--- config.mk ---
export PLATFORM = sky130hd
export DESIGN_NAME = fetch_sequencer
export DESIGN_NICKNAME = d
export VERILOG_FILES = /design/src/rtl/fetch_sequencer.sv
export SDC_FILE = /design/constraint.sdc
export NUM_CORES = 1
export LEC_CHECK = 0
export BUFFER_PORTS_ARGS = -buffer_cell sky130_fd_sc_hd__buf_2
export CORE_MARGIN = 2
export CORE_UTILIZATION = 50
export CTS_CLUSTER_SIZE = 16
export DETAILED_ROUTE_END_ITERATION = 10
export PLACE_DENSITY = 0.8
export SYNTH_ARGS = -nofsm -noshare
export SYNTH_HDL_FRONTEND = slang
export SYNTH_SLANG_ARGS = --single-unit
--- constraint.sdc ---
create_clock -name clk -period 3 [get_ports clk]
set_input_delay 0.15 -clock clk [delete_from_list [all_inputs] [get_ports clk]]
set_output_delay 0.15 -clock clk [all_outputs]
set_load 0.02 [all_outputs]
--- src/rtl/fetch_sequencer.sv ---
// fetch_sequencer: front-end fetch controller for the combinational decode stage.
// Reads opcode, optional CB-prefix byte and immediate bytes one at a time over a
// single-outstanding byte bus. It drives the decoder's is_instr16 input while the
// byte after 0xCB is fetched, and issues one instruction bundle per valid/ready
// handshake. Execute redirects the front end with flush/flush_pc.
//
// Ports:
//   clk, rst_n                    clock (rising edge); asynchronous active-low reset
//   mem_req/mem_addr              registered byte read request; mem_addr is the PC
//   mem_ack/mem_rdata             read completion and its data byte
//   dec_instr/dec_is_instr16      byte and prefix mode presented to decode
//   dec_ctl_op/dec_is_instr16_o   decode results (control op, 0xCB detected)
//   out_valid/out_ready           instruction bundle handshake
//   out_opcode/out_is_cb          opcode byte, CB-prefixed flag
//   out_imm/out_pc                {hi,lo} immediate, address of first byte
//   flush/flush_pc                redirect, highest priority
//   perf_instr/perf_stall         issue and bus-stall counters (SEQ_PERF_EN only)
//
// Build option: define SEQ_PERF_EN to add the perf_instr/perf_stall counters.

package fetch_seq_pkg;
  typedef enum logic [5:0] {
    CTL_NOP,
    CTL_HALT,
    CTL_STOP,
    CTL_LD_R8_D8,
    CTL_JR,
    CTL_JR_COND,
    CTL_ALU_A_D8,
    CTL_LDPTR_A8_A,
    CTL_LDPTR_A_A8,
    CTL_ADD_SP_D8,
    CTL_LD_HL_SP_D8,
    CTL_LD_R16_D16,
    CTL_LDPTR_D16_SP,
    CTL_JP_A16,
    CTL_JP_COND,
    CTL_CALL_A16,
    CTL_CALL_COND_A16,
    CTL_LDPTR_A16_A,
    CTL_LDPTR_A_A16,
    CTL_OTHER
  } ctl_op_t;
endpackage

module fetch_sequencer
  import fetch_seq_pkg::*;
#(
  parameter logic [15:0] RESET_PC = 16'h0000,
  parameter int          PERF_W   = 32
) (
  input  logic              clk,
  input  logic              rst_n,
  output logic              mem_req,
  output logic [15:0]       mem_addr,
  input  logic              mem_ack,
  input  logic [7:0]        mem_rdata,
  output logic [7:0]        dec_instr,
  output logic              dec_is_instr16,
  input  ctl_op_t           dec_ctl_op,
  input  logic              dec_is_instr16_o,
  output logic              out_valid,
  input  logic              out_ready,
  output logic [7:0]        out_opcode,
  output logic              out_is_cb,
  output logic [15:0]       out_imm,
  output logic [15:0]       out_pc,
`ifdef SEQ_PERF_EN
  output logic [PERF_W-1:0] perf_instr,
  output logic [PERF_W-1:0] perf_stall,
`endif
  input  logic              flush,
  input  logic [15:0]       flush_pc
);

  typedef enum logic [2:0] {
    S_OP,
    S_CB,
    S_IMM_LO,
    S_IMM_HI,
    S_ISSUE,
    S_HALT
  } state_t;

  state_t      state;
  logic [15:0] pc;
  logic        imm_two;     // current instruction carries a 16-bit immediate
  logic        halt_after;  // enter S_HALT once the bundle is accepted
  logic        ack_ok;
  logic        issue_hs;
  logic [1:0]  imm_n;

  function automatic logic [1:0] imm_count(input ctl_op_t op);
    case (op)
      CTL_LD_R8_D8, CTL_JR, CTL_JR_COND, CTL_ALU_A_D8, CTL_LDPTR_A8_A,
      CTL_LDPTR_A_A8, CTL_ADD_SP_D8, CTL_LD_HL_SP_D8:
        imm_count = 2'd1;
      CTL_LD_R16_D16, CTL_LDPTR_D16_SP, CTL_JP_A16, CTL_JP_COND, CTL_CALL_A16,
      CTL_CALL_COND_A16, CTL_LDPTR_A16_A, CTL_LDPTR_A_A16:
        imm_count = 2'd2;
      default:
        imm_count = 2'd0;
    endcase
  endfunction

  function automatic logic is_halt_op(input ctl_op_t op);
    is_halt_op = (op == CTL_HALT) || (op == CTL_STOP);
  endfunction

  assign mem_addr       = pc;
  assign dec_instr      = mem_rdata;
  assign dec_is_instr16 = (state == S_CB);
  assign ack_ok         = mem_req && mem_ack;
  assign issue_hs       = out_valid && out_ready;
  assign imm_n          = imm_count(dec_ctl_op);

  always_ff @(posedge clk or negedge rst_n) begin
    if (!rst_n) begin
      state      <= S_OP;
      pc         <= RESET_PC;
      mem_req    <= 1'b0;
      out_valid  <= 1'b0;
      out_opcode <= 8'h00;
      out_is_cb  <= 1'b0;
      out_imm    <= 16'h0000;
      out_pc     <= 16'h0000;
      imm_two    <= 1'b0;
      halt_after <= 1'b0;
    end else if (flush) begin
      // Redirect: any ack this cycle is dropped and the bus idles one cycle.
      state      <= S_OP;
      pc         <= flush_pc;
      mem_req    <= 1'b0;
      out_valid  <= 1'b0;
      out_is_cb  <= 1'b0;
      out_imm    <= 16'h0000;
      imm_two    <= 1'b0;
      halt_after <= 1'b0;
    end else begin
      case (state)
        S_OP: begin
          if (!mem_req) begin
            mem_req <= 1'b1;
          end else if (ack_ok) begin
            pc         <= pc + 16'd1;
            out_opcode <= mem_rdata;
            out_pc     <= pc;
            out_is_cb  <= 1'b0;
            out_imm    <= 16'h0000;
            imm_two    <= (imm_n == 2'd2);
            if (dec_is_instr16_o) begin
              halt_after <= 1'b0;
              state      <= S_CB;
            end else begin
              halt_after <= is_halt_op(dec_ctl_op);
              if (imm_n == 2'd0) begin
                mem_req   <= 1'b0;
                out_valid <= 1'b1;
                state     <= S_ISSUE;
              end else begin
                state <= S_IMM_LO;
              end
            end
          end
        end
        S_CB: begin
          if (ack_ok) begin
            pc         <= pc + 16'd1;
            out_opcode <= mem_rdata;
            out_is_cb  <= 1'b1;
            mem_req    <= 1'b0;
            out_valid  <= 1'b1;
            state      <= S_ISSUE;
          end
        end
        S_IMM_LO: begin
          if (ack_ok) begin
            pc           <= pc + 16'd1;
            out_imm[7:0] <= mem_rdata;
            if (imm_two) begin
              state <= S_IMM_HI;
            end else begin
              mem_req   <= 1'b0;
              out_valid <= 1'b1;
              state     <= S_ISSUE;
            end
          end
        end
        S_IMM_HI: begin
          if (ack_ok) begin
            pc            <= pc + 16'd1;
            out_imm[15:8] <= mem_rdata;
            mem_req       <= 1'b0;
            out_valid     <= 1'b1;
            state         <= S_ISSUE;
          end
        end
        S_ISSUE: begin
          if (issue_hs) begin
            out_valid <= 1'b0;
            if (halt_after) begin
              state <= S_HALT;
            end else begin
              mem_req <= 1'b1;
              state   <= S_OP;
            end
          end
        end
        S_HALT: begin
          mem_req <= 1'b0;
        end
        default: begin
          mem_req <= 1'b0;
          state   <= S_OP;
        end
      endcase
    end
  end

`ifdef SEQ_PERF_EN
  // Counters run through flush; only reset clears them.
  always_ff @(posedge clk or negedge rst_n) begin
    if (!rst_n) begin
      perf_instr <= '0;
      perf_stall <= '0;
    end else begin
      if (issue_hs) perf_instr <= perf_instr + 1'b1;
      if (mem_req && !mem_ack) perf_stall <= perf_stall + 1'b1;
    end
  end
`endif

endmodule

==> flow_summary.json, run 1 <==
{
  "outcome": "finished, final reports clean",
  "crit_family": "compound AO/OA/AOI/OAI gates",
  "die_x_um": 81.9,
  "crit_type": "reg2reg",
  "antenna_left": 0,
  "firstDrtPassIters": 4,
  "arrival_ns": 2.23,
  "worstMarginPinSlew_ns": 0.704,
  "post-route-period-util_pct": 64.9,
  "finalNonFillerCells": 443,
  "dr.first_iter.drc_count": 145,
  "cts_max_path_buffers": 2,
  "place_inst": 426,
  "dp_slack_ns": 1.06,
  "cap_violations": 0,
  "rsz0062_at_grt": "no",
  "cts-root-buf": "clkbuf_8",
  "nFillCells": 486,
  "setup_viol": 0,
  "final_area_mm2": 0.00376,
  "finalPower_mw": 2.76,
  "clkLatencyLatePin_ns": 0.34,
  "overflow": 0,
  "worstPathCellList": "and3b_2 -> a21oi_1 -> a22o_1",
  "skew_ns": 0.00738,
  "critPathMaxStageDelay_ns": 0.65,
  "p_per_area_mw_per_mm2": 734,
  "vias_per_cell": 5.47,
  "finalSetupTns_ns": 0,
  "p_int_mw": 1.88,
  "syn_to_final_growth_pct": 24.1,
  "synth_seq_cells": 64,
  "grt_pass1_wl_mm": 11.0,
  "final_hold_viol_count": 0,
  "portBuffers": 103,
  "cts_made_buffers": 9,
  "clock-sinks": 64,
  "drive_above_1_share_pct": 41.6,
  "synth_fp_nets": 306,
  "cts-resized-gates": 0,
  "die_y_um": 81.9,
  "clk_pin_slew_ns": 0.07,
  "cts_setup_buffers": 0,
  "critPathCaptureType": "register",
  "grt.total_usage_pct": 21.9,
  "num_antenna_cells": 0,
  "hold_path_class": "in2reg",
  "p_leak_nw": 1.86,
  "grt_antenna_before_repair": 0,
  "start_util_pct": 51.5,
  "post_drt_wl_per_cell_um": 15.7,
  "fmax_ghz": 0.513,
  "clockPowerShare_pct": 32.0,
  "finalWorstSetupSlack_ns": 1.05,
  "drc": 0,
  "vdd_drop_max_uv": 452,
  "whs_ns": 0.00937,
  "final_nets": 400,
  "r2r_start": "state[2]",
  "grt_pass1_vias": 2209,
  "final_common_cell": "buf_2",
  "final_util_pct": 63.9,
  "die_area_mm2": 0.00671,
  "post_dp_cell_area_mm2": 0.00352,
  "switching_share_pct": 31.9,
  "vias": 2425,
  "ios": 104,
  "gp_congestion": 0.818,
  "cts_tree": "done",
  "rows": 28,
  "worst_setup_path_start_kind": "register",
  "multi_input_area_mm2": 0.00127,
  "cp.required_ns": 3.28,
  "synth_cell_types": 49,
  "timing.slew.headroom_pct": 53.1,
  "htreeDepth": 3,
  "syn-mean-instance-area_um2": 11.3,
  "crit_fanout": 18,
  "power_frac_comb_pct": 26.5,
  "synth_cells": 269,
  "grt_max_degree": 39,
  "seqPwrFrac_pct": 41.5,
  "place_hpwl_mm": 4.93,
  "hp-start": "flush_pc[10]",
  "coreArea_mm2": 0.00589,
  "power_switching_uw": 881,
  "cpMaxStageDelayCell": "dfrtp_1",
  "register_area_mm2": 0.00160,
  "period_minus_slack_ns": 1.95,
  "synth_warnings": 0,
  "ys_seq_area_share_pct": 52.8,
  "slew_viol_final": 0,
  "path_buf_inv": 0,
  "wl_mm": 6.97,
  "mappedNetlistArea_mm2": 0.00303,
  "final_cell_mix": "buf_2 (103), dfrtp_1 (64), nand2_1 (24), o21ai_0 (19), mux2_2 (17)",
  "startpoint": "state[2]"
}
[final cells by class]
| class | count | share of cell area, % |
|---|---|---|
| Inverter | 5 | 0.499 |
| Multi-Input combinational cell | 177 | 33.8 |
| Tap cell | 75 | 2.49 |
| Clock inverter | 6 | 2.86 |
| Clock buffer | 10 | 3.39 |
| Sequential cell | 64 | 42.6 |
| Timing Repair Buffer | 106 | 14.4 |
[worst reg2reg max path, delay by kind of cell, from the launching register on]
| family | cells | cell delay [ns] |
|---|---|---|
| compound gates | 2 | 0.86 |
| flops | 1 | 0.65 |
| simple gates | 1 | 0.38 |
[flip-flops by register name, summed over array words and instances, names as in the netlist]
signal	flops
mem_req	1
out_pc	16
mem_addr	16
state	3
out_opcode	8
out_is_cb	1
out_valid	1
out_imm	16
halt_after	1
imm_two	1
[path summary, 6_finish.rpt]
path	end	slack, ns	depth (start not counted)
worst max-delay path	out_imm[14]	1.05	3
worst min-delay path	mem_addr[10]	0.009	3
worst max register to register	out_imm[14]	1.05	3
worst min register to register	out_pc[8]	0.49	2
max in group asynchronous	out_imm[9]	1.74	3
min in group asynchronous	out_pc[1]	0.34	2
[cells in the mapped netlist (all sizes together)]
| cell type | instances | area [um2] |
|---|---|---|
| dfrtp | 64 | 1600 |
| nand2 | 26 | 103 |
| mux2 | 25 | 312 |
| o21ai | 20 | 100 |
| buf | 18 | 120 |
| a22o | 16 | 140 |
| a21oi | 12 | 63.8 |
| xnor2 | 9 | 78.8 |
| xor2 | 9 | 78.8 |
| nor2 | 8 | 30.0 |
| nand3 | 7 | 35.0 |
| and3 | 6 | 37.5 |
| nand4 | 6 | 37.5 |
| nor3 | 6 | 30.0 |
| clkbuf | 5 | 20.0 |
| inv | 5 | 18.8 |
| or3 | 3 | 20.0 |
| mux2i | 2 | 20.0 |
| nor4 | 2 | 18.8 |
| a2111oi | 1 | 8.76 |
| a211o | 1 | 8.76 |
| a211oi | 1 | 7.51 |
| a21boi | 1 | 7.51 |
| a22oi | 1 | 7.51 |
| a2bb2oi | 1 | 8.76 |
| a311o | 1 | 10.0 |
| a311oi | 1 | 8.76 |
| a31o | 1 | 8.76 |
| a31oi | 1 | 6.26 |
| a32oi | 1 | 8.76 |
| and3b | 1 | 10.0 |
| ha | 1 | 12.5 |
| nand3b | 1 | 7.51 |
| nand4b | 1 | 8.76 |
| nor2b | 1 | 6.26 |
| nor4b | 1 | 8.76 |
| o22ai | 1 | 6.26 |
| or2 | 1 | 8.76 |
| or4 | 1 | 7.51 |
[layer usage]
metal  vias to the layer above  GRT usage, %  part of all wire (%)
li1                       1149             -                     -
met1                      1186          29.6                    45
met2                        79          33.6                    47
met3                        11          4.51                   5.0
met4                         0          10.5                   2.2
met5                         -             0                     0
[cell families after synthesis]
family	count (synthesis)	share of synthesized area (%)
xor+xnor	18	5.20
fa+ha+maj	1	0.412
mux	27	10.9
compound gates	60	13.2
simple gates	71	12.2
buf+inv	28	5.24
flops	64	52.8
[power groups by stage]
stage / sequential, mW / combinational, mW / clock, mW
finish: 1.15 / 0.732 / 0.884
global route: 1.17 / 0.790 / 0.931
CTS: 1.15 / 0.739 / 0.893
detailed placement: 1.16 / 0.735 / 0
global placement: 1.15 / 0.714 / 0
floorplan: 1.34 / 0.286 / 0
[what timing repair did]
action	in CTS	in global routing
endpoints found under the hold margin	26	0
endpoints found under the setup margin	0	0
hold buffers	1	0
Note: power is estimated with default switching activity, not from simulation.
==> inputs of run 2 (changes only) <==
Settings changed: ABC_AREA set to 1, CORE_UTILIZATION 50 to 46, PLACE_DENSITY 0.8 to 0.76.
Clock period 3 ns to 1.7 ns, I/O delays scaled along.
==> flow_summary.json, run 2 <==
{
  "final_hold_viol_count": 0,
  "ios": 104,
  "cts_max_path_buffers": 2,
  "timing.slew.headroom_pct": 63.7,
  "coreArea_mm2": 0.00687,
  "firstDrtPassIters": 5,
  "crit_fanout": 27,
  "clk_pin_slew_ns": 0.08,
  "final_cell_mix": "nand2_1 (105), buf_2 (103), dfrtp_1 (64), nand3_1 (45), nor2_1 (36)",
  "crit_type": "reg2reg",
  "synth_fp_nets": 440,
  "cts_made_buffers": 9,
  "grt.total_usage_pct": 23.6,
  "wl_mm": 9.02,
  "critPathCaptureType": "register",
  "vias_per_cell": 5.30,
  "cts_tree": "done",
  "clockPowerShare_pct": 23.3,
  "gp_congestion": 0.961,
  "worst_setup_path_start_kind": "register",
  "p_int_mw": 3.71,
  "num_antenna_cells": 0,
  "synth_ff_type": "dfrtp_1",
  "grt_pass1_wl_mm": 14.2,
  "portBuffers": 103,
  "cts_setup_buffers": 0,
  "cts-root-buf": "clkbuf_8",
  "hold_path_class": "in2reg",
  "period_minus_slack_ns": 1.53,
  "worstMarginPinSlew_ns": 0.544,
  "synth_warnings": 0,
  "htreeDepth": 3,
  "netlist_top_cells_count": "nand2_1 (105), dfrtp_1 (64), nand3_1 (45)",
  "syn_to_final_growth_pct": 28.7,
  "clkLatencyLatePin_ns": 0.36,
  "cp.required_ns": 1.99,
  "p_per_area_mw_per_mm2": 1530,
  "place_hpwl_mm": 6.28,
  "outcome": "finished, final reports clean",
  "synth_cells": 403,
  "fmax_ghz": 0.654,
  "die_x_um": 88.9,
  "synth.top_cells.by_area": "dfrtp_1 (48%), nand2_1 (12%), nand3_1 (6.8%)",
  "arrival_ns": 1.82,
  "grt_max_degree": 65,
  "power_frac_comb_pct": 41.3,
  "grt_pass1_vias": 3068,
  "vias": 3294,
  "rows": 30,
  "drive_above_1_share_pct": 31.2,
  "switching_share_pct": 43.0,
  "mappedNetlistArea_mm2": 0.00331,
  "finalSetupTns_ns": 0,
  "setup_viol": 0,
  "final_common_cell": "nand2_1",
  "grt_antenna_before_repair": 0,
  "seqPwrFrac_pct": 35.4,
  "die_y_um": 88.9,
  "post-synth-top-area-fraction_pct": 48.4,
  "whs_ns": 0.0225,
  "rsz0062_at_grt": "no",
  "post_drt_wl_per_cell_um": 14.5,
  "synth_cell_types": 30,
  "clock-sinks": 64,
  "power_switching_mw": 2.80,
  "drc": 0,
  "ys_seq_area_share_pct": 48.4,
  "antenna_left": 0,
  "overflow": 0,
  "cap_violations": 0,
  "vdd_drop_max_uv": 897,
  "async_reset_ff_share_pct": 100,
  "final_nets": 558,
  "start_util_pct": 48.2,
  "post-route-period-util_pct": 89.9,
  "skew_ns": 0.0103,
  "final_util_pct": 62.1,
  "die_area_mm2": 0.00789,
  "dr.first_iter.drc_count": 153,
  "finalPower_mw": 6.51,
  "p_leak_nw": 2.23,
  "synth_edf_count": 0,
  "synth_seq_cells": 64,
  "slew_viol_final": 0,
  "syn-mean-instance-area_um2": 8.22,
  "yosys.area.top_type": "dfrtp_1",
  "yosysMostFrequentCell": "nand2_1"
}
-- run 2: through the flow --
step	setup slack, ns	area (um2)	cells
floorplan	0.172	3310	403
finish	0.172	4260	622
detailed placement	0.174	3900	593
global route	0.0572	4260	622
global placement	0.194	3900	593
CTS	0.157	4260	622
-- run 2: cell families (layout without fill, tap and decap cells) --
| family | count (synthesis) | after routing | synth area share, % |
|---|---|---|---|
| buffers and inverters | 56 | 179 | 8.65 |
| flip-flops | 64 | 64 | 48.4 |
| AND/OR/NAND/NOR | 208 | 208 | 27.5 |
| multiplexers | 8 | 8 | 2.72 |
| adder cells (fa/ha/maj) | 1 | 1 | 0.378 |
| AO/OA/AOI/OAI | 66 | 66 | 12.4 |
-- run 2: power by group through the flow --
stage | Sequential [mW] | Combinational, mW | Clock [mW]
2_1_floorplan | 2.80 | 1.30 | 0
3_3_place_gp | 2.30 | 2.62 | 0
3_5_place_dp | 2.32 | 2.65 | 0
4_1_cts | 2.30 | 2.69 | 1.54
5_1_grt | 2.36 | 2.96 | 1.60
6_report | 2.30 | 2.69 | 1.52
-- run 2: cell type report --
type	instances	area [um2]
Tap cell	96	120
Inverter	33	124
Clock inverter	7	103
Clock buffer	9	124
Fill cell	618	2610
Multi-Input combinational cell	283	1430
Sequential cell	64	1600
Timing Repair Buffer	130	763
-- run 2: final timing paths --
check,startpoint,end,slack (ns),cells past startpoint
setup / recovery,state[2],out_pc[5],0.17,6
hold / removal,flush_pc[7],mem_addr[7],0.02,3
setup reg to reg,state[2],out_pc[5],0.17,6
hold reg to reg,out_pc[7],out_pc[7],0.47,2
max in group asynchronous,rst_n,out_imm[12],1.13,3
min in group asynchronous,rst_n,out_pc[11],0.27,3
-- run 2: repair_timing --
| action | in CTS | in global routing |
|---|---|---|
| endpoints found under the hold margin | 77 | 0 |
| endpoints found under the setup margin | 0 | 3 |
| resized for setup | 0 | 1 |
| hold buffers | 13 | 0 |
-- run 2: layer usage --
| layer | GRT usage, % | share of wire [%] | vias up |
|---|---|---|---|
| li1 | - | - | 1574 |
| met4 | 9.78 | 2.0 | 0 |
| met2 | 38.8 | 49 | 148 |
| met5 | 0 | 0 | - |
| met3 | 4.85 | 6.8 | 15 |
| met1 | 30.4 | 42 | 1557 |
-- run 2: critical path: stages, from the launching register on --
cell,delay [ns]
dfrtp_1,0.49
inv_2,0.13
nand2_2,0.15
nor3_4,0.05
inv_2,0.40
nand2_1,0.14
o21ai_2,0.08
==> inputs of run 3 (changes only) <==
Settings changed: MAX_ROUTING_LAYER set to met4.
==> flow_summary.json, run 3 (synthesis gave the netlist of run 2 again) <==
{
  "hold_path_class": "in2reg",
  "post-route-period-util_pct": 92.1,
  "rows": 30,
  "antenna_left": 0,
  "htreeDepth": 3,
  "slew_viol_final": 0,
  "final_common_cell": "nand2_1",
  "portBuffers": 103,
  "place_hpwl_mm": 6.46,
  "grt_antenna_before_repair": 0,
  "num_antenna_cells": 0,
  "ios": 104,
  "vias_per_cell": 5.25,
  "grt_use_met2_pct": 39.7,
  "rsz0062_at_grt": "no",
  "r2r_setup_slack_ns": 0.13,
  "start_util_pct": 48.2,
  "busiest_layer": "met2",
  "timing.slew.headroom_pct": 62.0,
  "arrival_ns": 1.84,
  "crit_fanout": 27,
  "clock-sinks": 64,
  "final_util_pct": 61.6,
  "die_area_mm2": 0.00789,
  "clk_pin_slew_ns": 0.08,
  "drc": 0,
  "p_leak_nw": 2.21,
  "coreArea_mm2": 0.00687,
  "grt_max_degree": 48,
  "wl_mm": 9.06,
  "r2r-end": "out_pc[4]",
  "drive_above_1_share_pct": 31.2,
  "grt_pass1_vias": 3072,
  "fmax_ghz": 0.639,
  "syn_to_final_growth_pct": 27.7,
  "setup_viol": 0,
  "final_cell_mix": "nand2_1 (105), buf_2 (103), dfrtp_1 (64), nand3_1 (45), nor2_1 (36)",
  "p_per_area_mw_per_mm2": 1500,
  "clkLatencyLatePin_ns": 0.35,
  "crit_type": "reg2reg",
  "critPathCapture": "out_pc[4]",
  "final_nets": 557,
  "startpoint": "state[2]",
  "final_hold_viol_count": 0,
  "grt.met1_usage_pct": 30.7,
  "cts-root-buf": "clkbuf_8",
  "r2r_start": "state[2]",
  "cp.required_ns": 1.98,
  "period_minus_slack_ns": 1.57,
  "grt.total_usage_pct": 25.0,
  "worst_setup_path_start_kind": "register",
  "gp_congestion": 0.991,
  "whs_ns": 0.00926,
  "cts_setup_buffers": 0,
  "critPathCaptureType": "register",
  "die_y_um": 88.9,
  "cts_max_path_buffers": 2,
  "worstRegToRegCells": 6,
  "vdd_drop_max_uv": 771,
  "finalSetupTns_ns": 0,
  "finalPower_mw": 6.36,
  "outcome": "finished, final reports clean",
  "cts_tree": "done",
  "grt_pass1_wl_mm": 14.6,
  "worstMarginPinSlew_ns": 0.568,
  "firstDrtPassIters": 4,
  "post_drt_wl_per_cell_um": 14.6,
  "skew_ns": 0.00347,
  "overflow": 0,
  "dr.first_iter.drc_count": 229,
  "vias": 3259,
  "dp_slack_ns": 0.182,
  "finalWorstSetupSlack_ns": 0.134,
  "cap_violations": 0,
  "use_met3_pct": 5.41,
  "cts_made_buffers": 9,
  "die_x_um": 88.9
}
==> run 3: where the power goes <==
group / switching (mW) / internal, mW
Combinational: 1.77 / 0.909
Sequential: 0.350 / 1.96
Clock: 0.679 / 0.692
Total: 2.80 / 3.56
==> run 3: worst max-delay path: stages, from the launching register on <==
cell and delay, ns:
dfrtp_1 0.49, inv_2 0.13, nand2_2 0.16, nor3_4 0.06, inv_2 0.43, nand2_1 0.15
o21ai_2 0.08
==> run 3: final cells by class <==
| class | instances | area (um2) |
|---|---|---|
| timing repair buffer | 129 | 753 |
| inverter | 33 | 124 |
| tap | 96 | 120 |
| clock inverter | 7 | 77.6 |
| clock buffer | 9 | 124 |
| fill | 624 | 2640 |
| sequential | 64 | 1600 |
| multi-input combinational | 283 | 1430 |
==> run 3: how the worst min path moves through the flow <==
stage,startpoint,end,slack (ns),cells past startpoint
CTS,flush_pc[1],mem_addr[1],0.003,3
floorplan,rst_n,halt_after,-0.21,0
global placement,rst_n,out_pc[11],0.06,1
detailed placement,rst_n,out_pc[12],0.06,1
global route,flush_pc[1],mem_addr[1],0.03,3
finish,flush_pc[7],mem_addr[7],0.009,3
==> run 3: through the flow <==
step                      instances  area [um2]
after floorplan                 403        3310
after global placement          593        3900
after detailed placement        593        3900
after CTS                       621        4220
after global routing            621        4230
final                           621        4230
==> run 3: timing repair <==
item,4_1_cts,5_1_grt
hold buffers,12,0
hold endpoints to repair,28,0
gates resized for setup,0,1
endpoints found under the setup margin,0,3
==> run 3: layer usage <==
metal / up-vias / routed length, um
li1: 1572 / -
met1: 1519 / 3740
met2: 149 / 4420
met3: 19 / 673
met4: 0 / 218
met5: - / 0
